[src/rtl/seg_scan_decoder.sv]
// seg_scan_decoder: watches a multiplexed 4-digit active-low seven-segment
// bus and rebuilds the displayed 16-bit hex word and its decimal points.
// A digit is accepted once its (anode, catode) sample has been captured
// STABLE_CYCLES times in a row. A frame is published once all four digits
// have been accepted.
module seg_scan_decoder #(
  parameter int STABLE_CYCLES = 4
) (
  input  logic        clk,
  input  logic        reset,
  input  logic [3:0]  anode,
  input  logic [7:0]  catode,
  output logic [15:0] value,
  output logic [3:0]  dp_out,
  output logic        value_valid,
  output logic        decode_err
);

  localparam logic [7:0] STABLE_LIMIT = 8'(STABLE_CYCLES);

  typedef enum logic [1:0] {WAIT, SETTLE, HOLD} state_t;

  state_t      state, state_next;
  logic [3:0]  s_an;
  logic [7:0]  s_cat;
  logic [7:0]  count, count_next;
  logic [3:0]  seen;
  logic [3:0]  hold_nib [4];
  logic [3:0]  hold_dp;

  logic        valid_sel;
  logic [1:0]  idx;
  logic        same;
  logic        accept;
  logic        pat_ok;
  logic [3:0]  pat_nib;
  logic [3:0]  seen_new;
  logic [15:0] frame_value;
  logic [3:0]  frame_dp;

  // Active-low segment pattern to hex nibble; catode[7] (dp) is not part of it.
  function automatic logic [4:0] seg_decode(input logic [6:0] seg);
    case (seg)
      7'h40:   seg_decode = {1'b1, 4'h0};
      7'h79:   seg_decode = {1'b1, 4'h1};
      7'h24:   seg_decode = {1'b1, 4'h2};
      7'h30:   seg_decode = {1'b1, 4'h3};
      7'h19:   seg_decode = {1'b1, 4'h4};
      7'h12:   seg_decode = {1'b1, 4'h5};
      7'h02:   seg_decode = {1'b1, 4'h6};
      7'h78:   seg_decode = {1'b1, 4'h7};
      7'h00:   seg_decode = {1'b1, 4'h8};
      7'h10:   seg_decode = {1'b1, 4'h9};
      7'h08:   seg_decode = {1'b1, 4'hA};
      7'h03:   seg_decode = {1'b1, 4'hB};
      7'h46:   seg_decode = {1'b1, 4'hC};
      7'h21:   seg_decode = {1'b1, 4'hD};
      7'h06:   seg_decode = {1'b1, 4'hE};
      7'h0E:   seg_decode = {1'b1, 4'hF};
      default: seg_decode = {1'b0, 4'h0};
    endcase
  endfunction

  // Select decode and pattern decode of the sample being captured this edge.
  // A sample counts from the edge on which it enters s_an/s_cat, and is
  // compared against the sample those registers currently hold.
  always_comb begin
    valid_sel = 1'b1;
    idx       = 2'd0;
    case (anode)
      4'b1110: idx = 2'd0;
      4'b1101: idx = 2'd1;
      4'b1011: idx = 2'd2;
      4'b0111: idx = 2'd3;
      default: valid_sel = 1'b0;
    endcase
    same              = (anode == s_an) && (catode == s_cat);
    {pat_ok, pat_nib} = seg_decode(catode[6:0]);
  end

  // Stability counter and FSM next state; one accept per dwell.
  always_comb begin
    state_next = state;
    count_next = count;
    accept     = 1'b0;
    if (!valid_sel) begin
      count_next = 8'd0;
      state_next = WAIT;
    end else begin
      if (!same)
        count_next = 8'd1;
      else if (count != STABLE_LIMIT)
        count_next = count + 8'd1;

      if (state == HOLD && same) begin
        state_next = HOLD;
      end else if (count_next == STABLE_LIMIT) begin
        state_next = HOLD;
        accept     = 1'b1;
      end else begin
        state_next = SETTLE;
      end
    end
  end

  // Frame image as it would look with the digit accepted this edge merged in.
  assign seen_new = seen | (4'b0001 << idx);

  genvar gi;
  generate
    for (gi = 0; gi < 4; gi++) begin : g_frame
      assign frame_value[4*gi +: 4] = (accept && pat_ok && idx == 2'(gi)) ? pat_nib : hold_nib[gi];
      assign frame_dp[gi]           = (accept && pat_ok && idx == 2'(gi)) ? ~catode[7] : hold_dp[gi];
    end
  endgenerate

  // Input sample registers, counter and state.
  always_ff @(posedge clk or negedge reset) begin
    if (!reset) begin
      s_an  <= 4'hF;
      s_cat <= 8'hFF;
      count <= 8'd0;
      state <= WAIT;
    end else begin
      s_an  <= anode;
      s_cat <= catode;
      count <= count_next;
      state <= state_next;
    end
  end

  // Digit holding registers, seen mask and published frame.
  always_ff @(posedge clk or negedge reset) begin
    if (!reset) begin
      seen        <= 4'd0;
      hold_dp     <= 4'd0;
      hold_nib    <= '{default: 4'd0};
      value       <= 16'd0;
      dp_out      <= 4'd0;
      value_valid <= 1'b0;
      decode_err  <= 1'b0;
    end else begin
      value_valid <= 1'b0;
      decode_err  <= 1'b0;
      if (accept) begin
        if (pat_ok) begin
          hold_nib[idx] <= pat_nib;
          hold_dp[idx]  <= ~catode[7];
          if (seen_new == 4'hF) begin
            value       <= frame_value;
            dp_out      <= frame_dp;
            value_valid <= 1'b1;
            seen        <= 4'd0;
          end else begin
            seen <= seen_new;
          end
        end else begin
          decode_err <= 1'b1;
        end
      end
    end
  end

endmodule

[config.mk]
export PLATFORM = sky130hd
export DESIGN_NAME = seg_scan_decoder
export DESIGN_NICKNAME = d
export VERILOG_FILES = /design/src/rtl/seg_scan_decoder.sv
export SDC_FILE = /design/constraint.sdc
export NUM_CORES = 1
export LEC_CHECK = 0
export CAP_MARGIN = 15
export CORE_UTILIZATION = 46
export DETAILED_ROUTE_END_ITERATION = 16
export PLACE_DENSITY = 0.78
export RECOVER_POWER = 50
export SYNTH_ARGS = -nofsm -noshare
export SYNTH_HDL_FRONTEND = slang
export SYNTH_SLANG_ARGS = --single-unit
[constraint.sdc]
create_clock -name clk -period 3.63 [get_ports clk]
set_clock_uncertainty 0.05 [all_clocks]
set_input_delay 0.363 -clock clk [delete_from_list [all_inputs] [get_ports clk]]
set_output_delay 0.363 -clock clk [all_outputs]
set_load 0.03 [all_outputs]
==> flow_summary.yaml <==
outcome:
  status: "finished, violations left"
  violations: "max-capacitance violations, max-slew violations"
finish:
  layout.nets: 344
  final_core_util_pct: 56.43
  diodes: 0
  drive_above_1_share_pct: 26.43
  final_cell_mix: "56 x dfrtp_1, 27 x mux2_2, 23 x clkdlybuf4s50_1"
  final_common_cell: "dfrtp_1"
  synthToLayoutAreaGrowth_pct: 19.37
sta:
  fmax_mhz: 290.1
  min_period_over_period_pct: 94.95
  finalHoldViolCount: 0
  slew_violations: 42
  maxSlewHeadroom_pct: -45.14
  fin_crit_ns: 3.447
  max_slew.worst_pin.slew_ns: 2.177
  rsz0062_at_grt: "yes"
  finalSetupViolations: 0
  hold_ws_ns: 0.4479
power:
  p_clk_share_pct: 42.1
  power_mw: 1.544
  p_sw_mw: 0.4001
  power_leakage_nw: 1.794
  p_int_mw: 1.144
  seqPwrFrac_pct: 50.3
  peakVddDrop_uv: 274.7
  combPwrFrac_pct: 7.6
  power_density_nw_per_um2: 379.3
  switching_share_pct: 25.91
synth:
  synth_area_leader_cell: "dfrtp_1"
  syn_area_um2: 3411
  synthXorXnorAreaFrac_pct: 5.099
  ys.flop_type: "dfrtp_1"
  syn_avg_cell_area_um2: 11.84
  synth_top_family_by_area: "simple AND/OR/NAND/NOR gates"
  yosys.area_share.simple_pct: 18.38
  yosysSeqAreaShare_pct: 50.33
  synth_edf_count: 0
  ys_warn_count: 0
  synthArstFlopShare_pct: 100.0
  synthAdderAreaFrac_pct: 0.7337
  synthMuxAreaShare_pct: 14.23
  synthCells: 288
  ys_types: 54
  synth_compound_area_share_pct: 6.933
  synthTopCellsByArea: "dfrtp_1 41%, dfstp_2 9.2%, mux2_2 8.9%, mux2_4 3.5%, xnor2_1 3.1%"
  synth_top_area_share_pct: 41.09
  syn_nets: 304
  ys_ff_latch: 68
floorplanning:
  ios: 36
  core-area_um2: 7214
  fp.dieH_um: 88.11
  fp.dieArea_um2: 7763
  start_util_pct: 47.28
  die_x_um: 88.11
  num_rows: 31
routing:
  drt_iter0_markers: 131
  ant_nets: 0
  via_per_inst: 5.384
  routed_wl_um: 6737
  dr.pass1.iters: 4
  vias: 2326
  route.detailed.drc: 0
  post_drt_wl_per_cell_um: 15.59
place:
  portBuffers: 35
  gp_congestion: 0.8665
  place_hpwl_um: 4648
setup_path:
  critical_path_arrival_ns: 3.64
  cp-start-kind: "flop"
  worstSetupEndpointType: "flop"
  worstSetupPathType: "flop to flop"
  r2r-start: "count[0]$_DFF_PN0_"
  worstRegToRegCells: 9
  crit_start: "count[0]$_DFF_PN0_"
  critPathMaxFanout: 7
  required_ns: 3.83
flow_run:
  drv_cap: 1
min_path:
  whs_path_depth: 1
  min_path_type: "flop to flop"
  hold_start: "hold_nib[6]$_DFFE_PN0P_"
clocking:
  cts_tree: "done"
  clock-sinks: 68
  clock_path_buffers: 2
  cts_buffers: 9
  clk_pin_slew_ns: 0.08
  clk_latency_ns: 0.36
  htreeDepth: 3
  cts-root-buf: "clkbuf_8"
global_routing:
  grt-ovfl-total: 0
  grt_pass1_vias: 2327
  grt_usage_pct: 19.68
  grt_pass1_wl_um: 11340
  grt_antenna_before_repair: 0
  grt_max_degree: 42
[through the flow]
step | std cells | cell area [µm²] | setup slack [ns] | TNS (ns)
2_1_floorplan | 288 | 3411 | 0.6804 | 0
3_3_place_gp | 416 | 3870 | 0.07044 | 0
3_5_place_dp | 416 | 3870 | 0.04306 | 0
4_1_cts | 432 | 4075 | 0.1776 | 0
5_1_grt | 432 | 4071 | -0.02989 | -0.1748
6_report | 432 | 4071 | 0.1835 | 0
[flip-flops by register name, indices dropped and copies added (netlist names)]
name	flops
count	8
decode_err	1
dp_out	4
hold_dp	4
hold_nib	16
s_an	4
s_cat	8
seen	4
state	2
value	16
value_valid	1
[cell usage after synthesis (all sizes together) (3+ instances only)]
| cell type | instances |
|---|---|
| nor4b | 5 |
| nand2 | 17 |
| dfstp | 12 |
| mux2 | 36 |
| buf | 17 |
| a21oi | 8 |
| nand4b | 3 |
| and3 | 4 |
| nand3 | 7 |
| o21ai | 9 |
| nand2b | 5 |
| nor2 | 18 |
| a22oi | 3 |
| a31oi | 3 |
| inv | 9 |
| nor4 | 6 |
| nor3 | 11 |
| nor2b | 5 |
| dfrtp | 56 |
| xor2 | 7 |
| xnor2 | 12 |
| mux2i | 5 |
[layer usage]
layer | track usage, % | routed length (µm) | part of all wire, % | vias up
met5 | 0 | 0 | 0 | -
met4 | 9.824 | 143 | 2.1 | 0
met3 | 3.582 | 286 | 4.2 | 11
met2 | 32.14 | 3306 | 49 | 55
met1 | 25.31 | 3000 | 45 | 1153
li1 | - | - | - | 1107
[critical path, stage by stage, from the launching register on]
cell	delay, ns
dfrtp_1	0.46
inv_1	0.10
ha_1	0.31
nand2b_1	0.16
nor4b_1	0.35
a41oi_1	0.09
o2bb2ai_1	0.34
nor4_2	0.80
mux2_2	0.43
mux2_2	0.26
[logic make-up after synthesis]
group,count (synthesis)
XOR/XNOR,19
multiplexers,41
AND/OR/NAND/NOR,96
AO/OA/AOI/OAI,35
adder cells (fa/ha/maj),2
buffers and inverters,27
flip-flops,68
[repair_timing]
item | in CTS | in global routing
endpoints found under the setup margin | 0 | 8
resized for setup | 0 | 0
buffers inserted | 0 | 0
hold buffers | 0 | 0
[final timing paths]
| path | to | slack [ns] |
|---|---|---|
| setup reg to reg | value[12]$_DFFE_PN0P_ | 0.18 |
| min in group asynchronous | dp_out[2]$_DFFE_PN0P_ | 0.59 |
| setup / recovery | value[12]$_DFFE_PN0P_ | 0.18 |
| max in group asynchronous | hold_nib[2]$_DFFE_PN0P_ | 1.34 |
| hold / removal | hold_nib[6]$_DFFE_PN0P_ | 0.45 |
| hold reg to reg | hold_nib[6]$_DFFE_PN0P_ | 0.45 |
[power groups by stage]
stage / logic [mW] / clock network, mW / registers, mW
global placement: 0.119 / 0 / 0.790
global route: 0.130 / 0.706 / 0.777
detailed placement: 0.121 / 0 / 0.790
finish: 0.118 / 0.651 / 0.776
CTS: 0.121 / 0.668 / 0.776
floorplan: 0.0718 / 0 / 0.790
[layout make-up]
cell class	instances	area, µm²
repair buffers	47	444.2
clock buffers	9	123.9
well taps	99	123.9
clock inverters	7	81.33
inverters	9	33.78
fillers	639	3143
flip-flops and latches	68	1717
multi-input cells	193	1548
(Power assumes the default switching activity.)
